### config.mk
export PLATFORM = sky130hd
export DESIGN_NAME = window_feeder
export DESIGN_NICKNAME = d
export VERILOG_FILES = /design/src/rtl/window_feeder.sv
export SDC_FILE = /design/constraint.sdc
export NUM_CORES = 1
export LEC_CHECK = 0
export BUFFER_PORTS_ARGS = -buffer_cell sky130_fd_sc_hd__buf_4
export CAP_MARGIN = 20
export CORE_MARGIN = 2
export CORE_UTILIZATION = 57
export CTS_CLUSTER_SIZE = 20
export DETAILED_ROUTE_END_ITERATION = 16
export GPL_ROUTABILITY_DRIVEN = 0
export GPL_TIMING_DRIVEN = 0
export PLACE_DENSITY = 0.78
export SYNTH_ARGS = -nofsm -noshare
export SYNTH_HDL_FRONTEND = slang
export SYNTH_SLANG_ARGS = --single-unit
### constraint.sdc
create_clock -name clk -period 5.2 [get_ports clk]
set_clock_uncertainty 0.1 [all_clocks]
set_input_delay 1.04 -clock clk [delete_from_list [all_inputs] [get_ports clk]]
set_output_delay 1.04 -clock clk [all_outputs]
set_load 0.005 [all_outputs]
### src/rtl/window_feeder.sv
// Streams a row-major 8-bit image and emits every valid 3x3 window (stride 1 or 2),
// registered one cycle after the pixel that completes it.
module window_feeder #(
   parameter int IMG_W = 8,
   parameter int IMG_H = 8
) (
   input  logic        clk,
   input  logic        reset,
   input  logic [7:0]  pix_in,
   input  logic        pix_en,
   input  logic        stride2,
   output logic [71:0] win_out,
   output logic        win_en,
   output logic        frame_done,
   output logic [1:0]  dbg_state_o
);
   // Handshake: pix_en is a valid-only strobe with no backpressure; every cycle with
   // pix_en=1 and reset=0 consumes pix_in. win_en is a one-cycle valid with no ready.
   localparam int CW = $clog2(IMG_W);
   localparam int RW = $clog2(IMG_H);
   localparam int LB = IMG_W - 1;

   localparam logic [CW-1:0] COL_TWO     = CW'(2);
   localparam logic [RW-1:0] ROW_ONE     = RW'(1);
   localparam logic [RW-1:0] ROW_TWO     = RW'(2);
   localparam logic [CW-1:0] COL_LAST    = CW'(IMG_W - 1);
   localparam logic [RW-1:0] ROW_LAST    = RW'(IMG_H - 1);
   // Final window corner under stride 2 is the last position with (r-2),(c-2) even.
   localparam logic [CW-1:0] COL_LAST_S2 = CW'(IMG_W - 1 - ((IMG_W - 3) % 2));
   localparam logic [RW-1:0] ROW_LAST_S2 = RW'(IMG_H - 1 - ((IMG_H - 3) % 2));

   localparam logic [1:0] ST_IDLE   = 2'd0;
   localparam logic [1:0] ST_FILL   = 2'd1;
   localparam logic [1:0] ST_ACTIVE = 2'd2;

   logic [1:0]    state_q, state_d;
   logic [CW-1:0] col_q, col_d;
   logic [RW-1:0] row_q, row_d;
   logic          stride_q, stride_d;
   logic [71:0]   win_out_q;
   logic          win_en_q, done_q;

   logic [7:0]  lb1_q [LB];
   logic [7:0]  lb2_q [LB];
   logic [47:0] cols_q;
   logic [47:0] cols_d;
   logic [71:0] win_d;

   logic accept, elig, last_pix, last_elig;

   assign accept   = pix_en & ~reset;
   assign last_pix = (row_q == ROW_LAST) && (col_q == COL_LAST);
   assign elig     = (row_q >= ROW_TWO) && (col_q >= COL_TWO) &&
                     (!stride_q || (!row_q[0] && !col_q[0]));
   assign last_elig = elig && (stride_q ? ((row_q == ROW_LAST_S2) && (col_q == COL_LAST_S2))
                                        : last_pix);

   // cols_q keeps the two most recent window columns; the third comes from the
   // line-buffer taps plus the incoming pixel, completing the 3x3 window.
   assign win_d  = {cols_q[47:32], lb2_q[LB-1], cols_q[31:16], lb1_q[LB-1], cols_q[15:0], pix_in};
   assign cols_d = {cols_q[39:32], lb2_q[LB-1], cols_q[23:16], lb1_q[LB-1], cols_q[7:0], pix_in};

   always_comb begin
      col_d    = col_q;
      row_d    = row_q;
      state_d  = state_q;
      stride_d = stride_q;
      if (accept) begin
         if (col_q == COL_LAST) begin
            col_d = '0;
            row_d = (row_q == ROW_LAST) ? '0 : row_q + 1'b1;
         end else begin
            col_d = col_q + 1'b1;
         end
         case (state_q)
            ST_IDLE: begin
               state_d  = ST_FILL;
               stride_d = stride2;
            end
            ST_FILL:   if (row_q == ROW_ONE && col_q == COL_LAST) state_d = ST_ACTIVE;
            ST_ACTIVE: if (last_pix) state_d = ST_IDLE;
            default:   state_d = ST_IDLE;
         endcase
      end
   end

   always_ff @(posedge clk) begin
      if (reset) begin
         state_q   <= ST_IDLE;
         col_q     <= '0;
         row_q     <= '0;
         stride_q  <= 1'b0;
         win_out_q <= '0;
         win_en_q  <= 1'b0;
         done_q    <= 1'b0;
      end else begin
         state_q  <= state_d;
         col_q    <= col_d;
         row_q    <= row_d;
         stride_q <= stride_d;
         win_en_q <= accept & elig;
         done_q   <= accept & last_elig;
         if (accept && elig) win_out_q <= win_d;
      end
   end

   // Line buffers carry no reset: eligibility only opens once rows r-1, r-2 are refilled.
   always_ff @(posedge clk) begin
      if (accept) begin
         cols_q   <= cols_d;
         lb1_q[0] <= cols_q[7:0];
         lb2_q[0] <= cols_q[23:16];
         for (int i = 1; i < LB; i++) begin
            lb1_q[i] <= lb1_q[i-1];
            lb2_q[i] <= lb2_q[i-1];
         end
      end
   end

   assign win_out     = win_out_q;
   assign win_en      = win_en_q;
   assign frame_done  = done_q;
   assign dbg_state_o = state_q;

endmodule

Word-level counts from Yosys, hierarchy flattened --
Memories as Yosys holds them, arrays and structs flattened. Index checks and enable logic that the tools add are counted.
Word-level totals: output and inout bits 76, bits of input ports 12, bits in latches 0, memories 2, RAM bits 112, flip-flop bits (word level) 131, bits in read-only memories 0
Operators by class: add/subtract/negate cells 2, bitwise operators 4, eq/ne operators 9, divide/modulo/power cells 0, multiplexer cells 8, $lt $le $gt $ge 2, reductions and logical operators 16, $mul 0, shift-type cells 0
Memories:
- lb1_q | words 7, bits a word 8, rd ports 7, clocked after Yosys merged registers in 0, write ports 7, RTL line 43 | logic [7:0] lb1_q [LB];
- lb2_q | words 7, bits a word 8, rd ports 7, clocked after Yosys merged registers in 0, write ports 7, RTL line 44 | logic [7:0] lb2_q [LB];
Operators by type and width (number):
- $eq A3 B3 Y1 const B | 4
- $logic_and A1 B1 Y1 | 8
- $add A3 B1 Y3 const B | 2
- $ge A3 B2 Y1 const B | 2
- $mux W3 | 2
- $pmux W2 S3 | 1
- $mux W2 | 2
- $ne A2 B2 Y1 const B | 2
- $reduce_and A2 Y1 | 2
- $and A1 B1 Y1 | 3
- $eq A3 B1 Y1 const B | 1
- $logic_not A1 Y1 | 3
- $mux W1 | 3
- $reduce_and A3 Y1 | 1
- $eq A2 B1 Y1 const B | 1
- $eq A2 B2 Y1 const B | 1
- $logic_not A2 Y1 | 1
- $logic_or A1 B1 Y1 | 1
- $not A1 Y1 | 1

Depth between registers and ports, before layout --
word-level depth 6, gate-level depth with buffers 7, mapped depth without buffers 5

Worst setup path before layout --
No wires, ideal clock.
path kind input port to flip-flop, start point in pix_en, end point reg win_out_q[12] (netlist: win_out[12]), required time 4979 ps, path slack 503 ps, library setup time 121 ps, stages 6, data arrival time 4475 ps, path buffers 3, cells stage by stage buf_4 nor2b_4 o2111ai_1 buf_6 buf_8 mux2_4
Between the ends: longest elaborated chain between the ends 2
Ends and longest elaborated chain:
- start, declared | RTL line 10 | input logic pix_en,
- $and A1 B1 Y1 | RTL line 51 | assign accept = pix_en & ~reset;
- named net accept | RTL line 49 | logic accept, elig, last_pix, last_elig;
- $logic_and A1 B1 Y1 | RTL line 103 | if (accept && elig) win_out_q <= win_d;
- end signal, assigned | RTL line 103
- end, declared | RTL line 40 | logic [71:0] win_out_q;
The timed path passes the listed nets, and every way through them passes these cells. A chain may end at the register's enable or synchronous reset.

Worst setup path in the final report --
start point in reset, end point reg win_out_q[27] (netlist: win_out[27]), read port of lb1_q
Between the ends: longest elaborated chain between the ends 3
Ends and longest elaborated chain:
- start, declared | RTL line 8 | input logic reset,
- $not A1 Y1 | RTL line 51
- $and A1 B1 Y1 | RTL line 51
- named net accept | RTL line 49
- $logic_and A1 B1 Y1 | RTL line 103
The timed path passes the listed nets, and every way through them passes these cells.

==> flow_metrics.env <==
export IMPL_hold_depth=0
export IMPL_placedCellCount=708
export IMPL_grt_antenna_before_repair=0
export IMPL_setup_viol=0
export IMPL_p_leak_uw=0.00393
export IMPL_place_ws_ns=2.20
export IMPL_yosysTopAreaCellShare_pct=54.4
export IMPL_whs_endpoint="lb2_q[2][1]"
export IMPL_start_kind="input pin"
export IMPL_placed_cell_area_um2=8900
export IMPL_cts_max_path_buffers=3
export IMPL_wirelength_um=13000
export IMPL_synthCells=439
export IMPL_drv_cap=0
export IMPL_multi_input_area_um2=1800
export IMPL_use_met2_pct=30.1
export IMPL_busiest_layer="met2"
export IMPL_core_area_um2=13800
export IMPL_layout_setup_ws_ns=2.72
export IMPL_cts_resized=0
export IMPL_rrSetupSlack_ns=3.07
export IMPL_drv_slew=0
export IMPL_period_share_pct=47.7
export IMPL_cts_hold_buf=0
export IMPL_netlist_top_cells_area="edfxtp_1, dfxtp_1, mux2_4"
export IMPL_required_ns=5.47
export IMPL_avgSynthCellArea_um2=18.1
export IMPL_critPathCaptureType="register"
export IMPL_area_growth_pct=20.5
export IMPL_hp_class="register to register"
export IMPL_cts_tree="done"
export IMPL_regArea_um2=5990
export IMPL_startpoint="reset"
export IMPL_r2r_cells=7
export IMPL_status="complete, no violations"
export IMPL_r2r_start="col_q[0]"
export IMPL_final_core_util_pct=69.6
export IMPL_drive_gt1_share_pct=33.6
export IMPL_netlist_area_um2=7950
export IMPL_clkTransAtPathRegs_ns=0.06
export IMPL_synth_distinct_cells=31
export IMPL_fin_area_um2=9580
export IMPL_design_portCount=88
export IMPL_most_common_layout_cells="edfxtp_1, buf_4, dfxtp_1"
export IMPL_vias=3862
export IMPL_diodes=0
export IMPL_die_y_um=122
export IMPL_ir_drop_mv=0.303
export IMPL_instances_no_fill=749
export IMPL_grt_max_degree=38
export IMPL_arrival_ns=2.75
export IMPL_port_buffer_count=85
export IMPL_fillers=898
export IMPL_cts_sinks=227
export IMPL_reg2reg_to="win_out[41]"
export IMPL_fp_dieW_um=122
export IMPL_drt_vias_per_instance=5.16
export IMPL_wl_per_cell_um=17.3
export IMPL_finalCriticalPeriod_ns=2.48
export IMPL_drc=0
export IMPL_rsz0062_at_grt="false"
export IMPL_numCtsBuffers=23
export IMPL_hold_start="lb2_q[1][1]"
export IMPL_crit_type="input pin to register"
export IMPL_synth_seq_cells=227
export IMPL_synth_warnings=0
export IMPL_syn_num_nets=459
export IMPL_postCtsSetupRepairBufs=0
export IMPL_slew_headroom_pct=59.5
export IMPL_grt_pass1_wl_um=20300
export IMPL_grtUsageTotal_pct=17.7
export IMPL_layout_nets=573
export IMPL_synth_seq_area_share_pct=75.3
export IMPL_antenna_left=0
export IMPL_met3_usage_pct=3.46
export IMPL_fp_row_count=43
export IMPL_dr_pass1_iters=4
export IMPL_yosysTopAreaCell="edfxtp_1"
export IMPL_p_per_area_nw_per_um2=368
export IMPL_critical_path_peak_fanout=18
export IMPL_tightest_slew_ns=0.608
export IMPL_start_util_pct=57.7
export IMPL_met1_usage_pct=22.9
export IMPL_finalHoldViolCount=0
export IMPL_die_area_um2=14900
export IMPL_grt_pass1_vias=3935
export IMPL_layout_commonest_cell="edfxtp_1"
export IMPL_fmax_mhz=403
export IMPL_clk_latency_ns=0.50
export IMPL_p_total_uw=3530
export IMPL_overflow=0
export IMPL_cts_max_level=1
export IMPL_drt_iter0_markers=261
export IMPL_place_hpwl_um=8240
export IMPL_cts_root_buf="clkbuf_16"
==> critical path: stages <==
cell	delay (ns)
buf_2	0.19
nor2b_4	0.52
o2111ai_1	0.28
buf_6	0.24
buf_8	0.17
mux2_4	0.30
==> cells in the mapped netlist (all sizes together) <==
| library cell | n |
|---|---|
| a211oi | 1 |
| a21oi | 6 |
| a22oi | 1 |
| and3 | 1 |
| buf | 11 |
| clkbuf | 7 |
| dfxtp | 83 |
| edfxtp | 144 |
| ha | 8 |
| inv | 5 |
| mux2 | 72 |
| mux2i | 3 |
| nand2 | 2 |
| nand2b | 1 |
| nand3 | 3 |
| nand3b | 1 |
| nand4b | 1 |
| nor2 | 9 |
| nor2b | 74 |
| nor3b | 1 |
| o2111ai | 1 |
| o21ai | 2 |
| o31ai | 1 |
| or3 | 1 |
==> per-stage QoR <==
stage / hold WS (ns) / setup TNS (ns)
after floorplan: 0.300 / 0
after global placement: 0.303 / -42.47
after detailed placement: 0.305 / 0
after CTS: 0.309 / 0
after global routing: 0.322 / 0
final: 0.307 / 0
==> report_power, final <==
part	leakage [uW]	internal (uW)	switching, uW
logic	0.00157	18.4	42.1
clock network	0.000344	855	629
registers	0.00202	1960	18.3
total	0.00393	2840	689
==> registers in the layout, indices dropped and copies added (netlist names) <==
signal / cells
dbg_state_o: 2
lb2_q: 48
col_q: 3
cols_q: 48
row_q: 3
win_out: 72
frame_done: 1
stride_q: 1
lb1_q: 48
win_en: 1
==> cell type report <==
cell class,count,area share [%]
Inverter,5,0.196
Clock inverter,10,0.522
Tap cell,180,2.35
Sequential cell,227,62.5
Timing Repair Buffer,89,7.50
Multi-Input combinational cell,189,18.8
Clock buffer,31,6.63
Buffer,18,1.55
==> logic make-up (layout without fill, tap and decap cells) <==
family / Yosys count / count (layout) / synth area share, %
AOI/OAI and AO/OA: 12 / 12 / 0.897
adders and majority gates: 8 / 8 / 1.26
buffers and inverters: 23 / 153 / 2.11
DFF: 227 / 227 / 75.3
muxes: 75 / 75 / 13.3
and+or+nand+nor: 94 / 94 / 7.16
==> worst max path at each step <==
stage,endpoint,slack [ns],cells after the start
floorplan,win_out[12],0.50,6
global placement,win_out[45],-0.61,6
detailed placement,win_out[41],2.20,6
CTS,win_out[41],2.70,6
global route,win_out[41],2.60,6
finish,win_out[27],2.72,6
==> routing by layer <==
metal	part of all wire, %	routed length (um)	up-vias
met5	0	0	-
met2	50	6440	122
met1	42	5480	1918
met4	1.9	241	0
met3	6.2	799	19
li1	-	-	1803
Note: power is estimated with default switching activity, not from simulation.
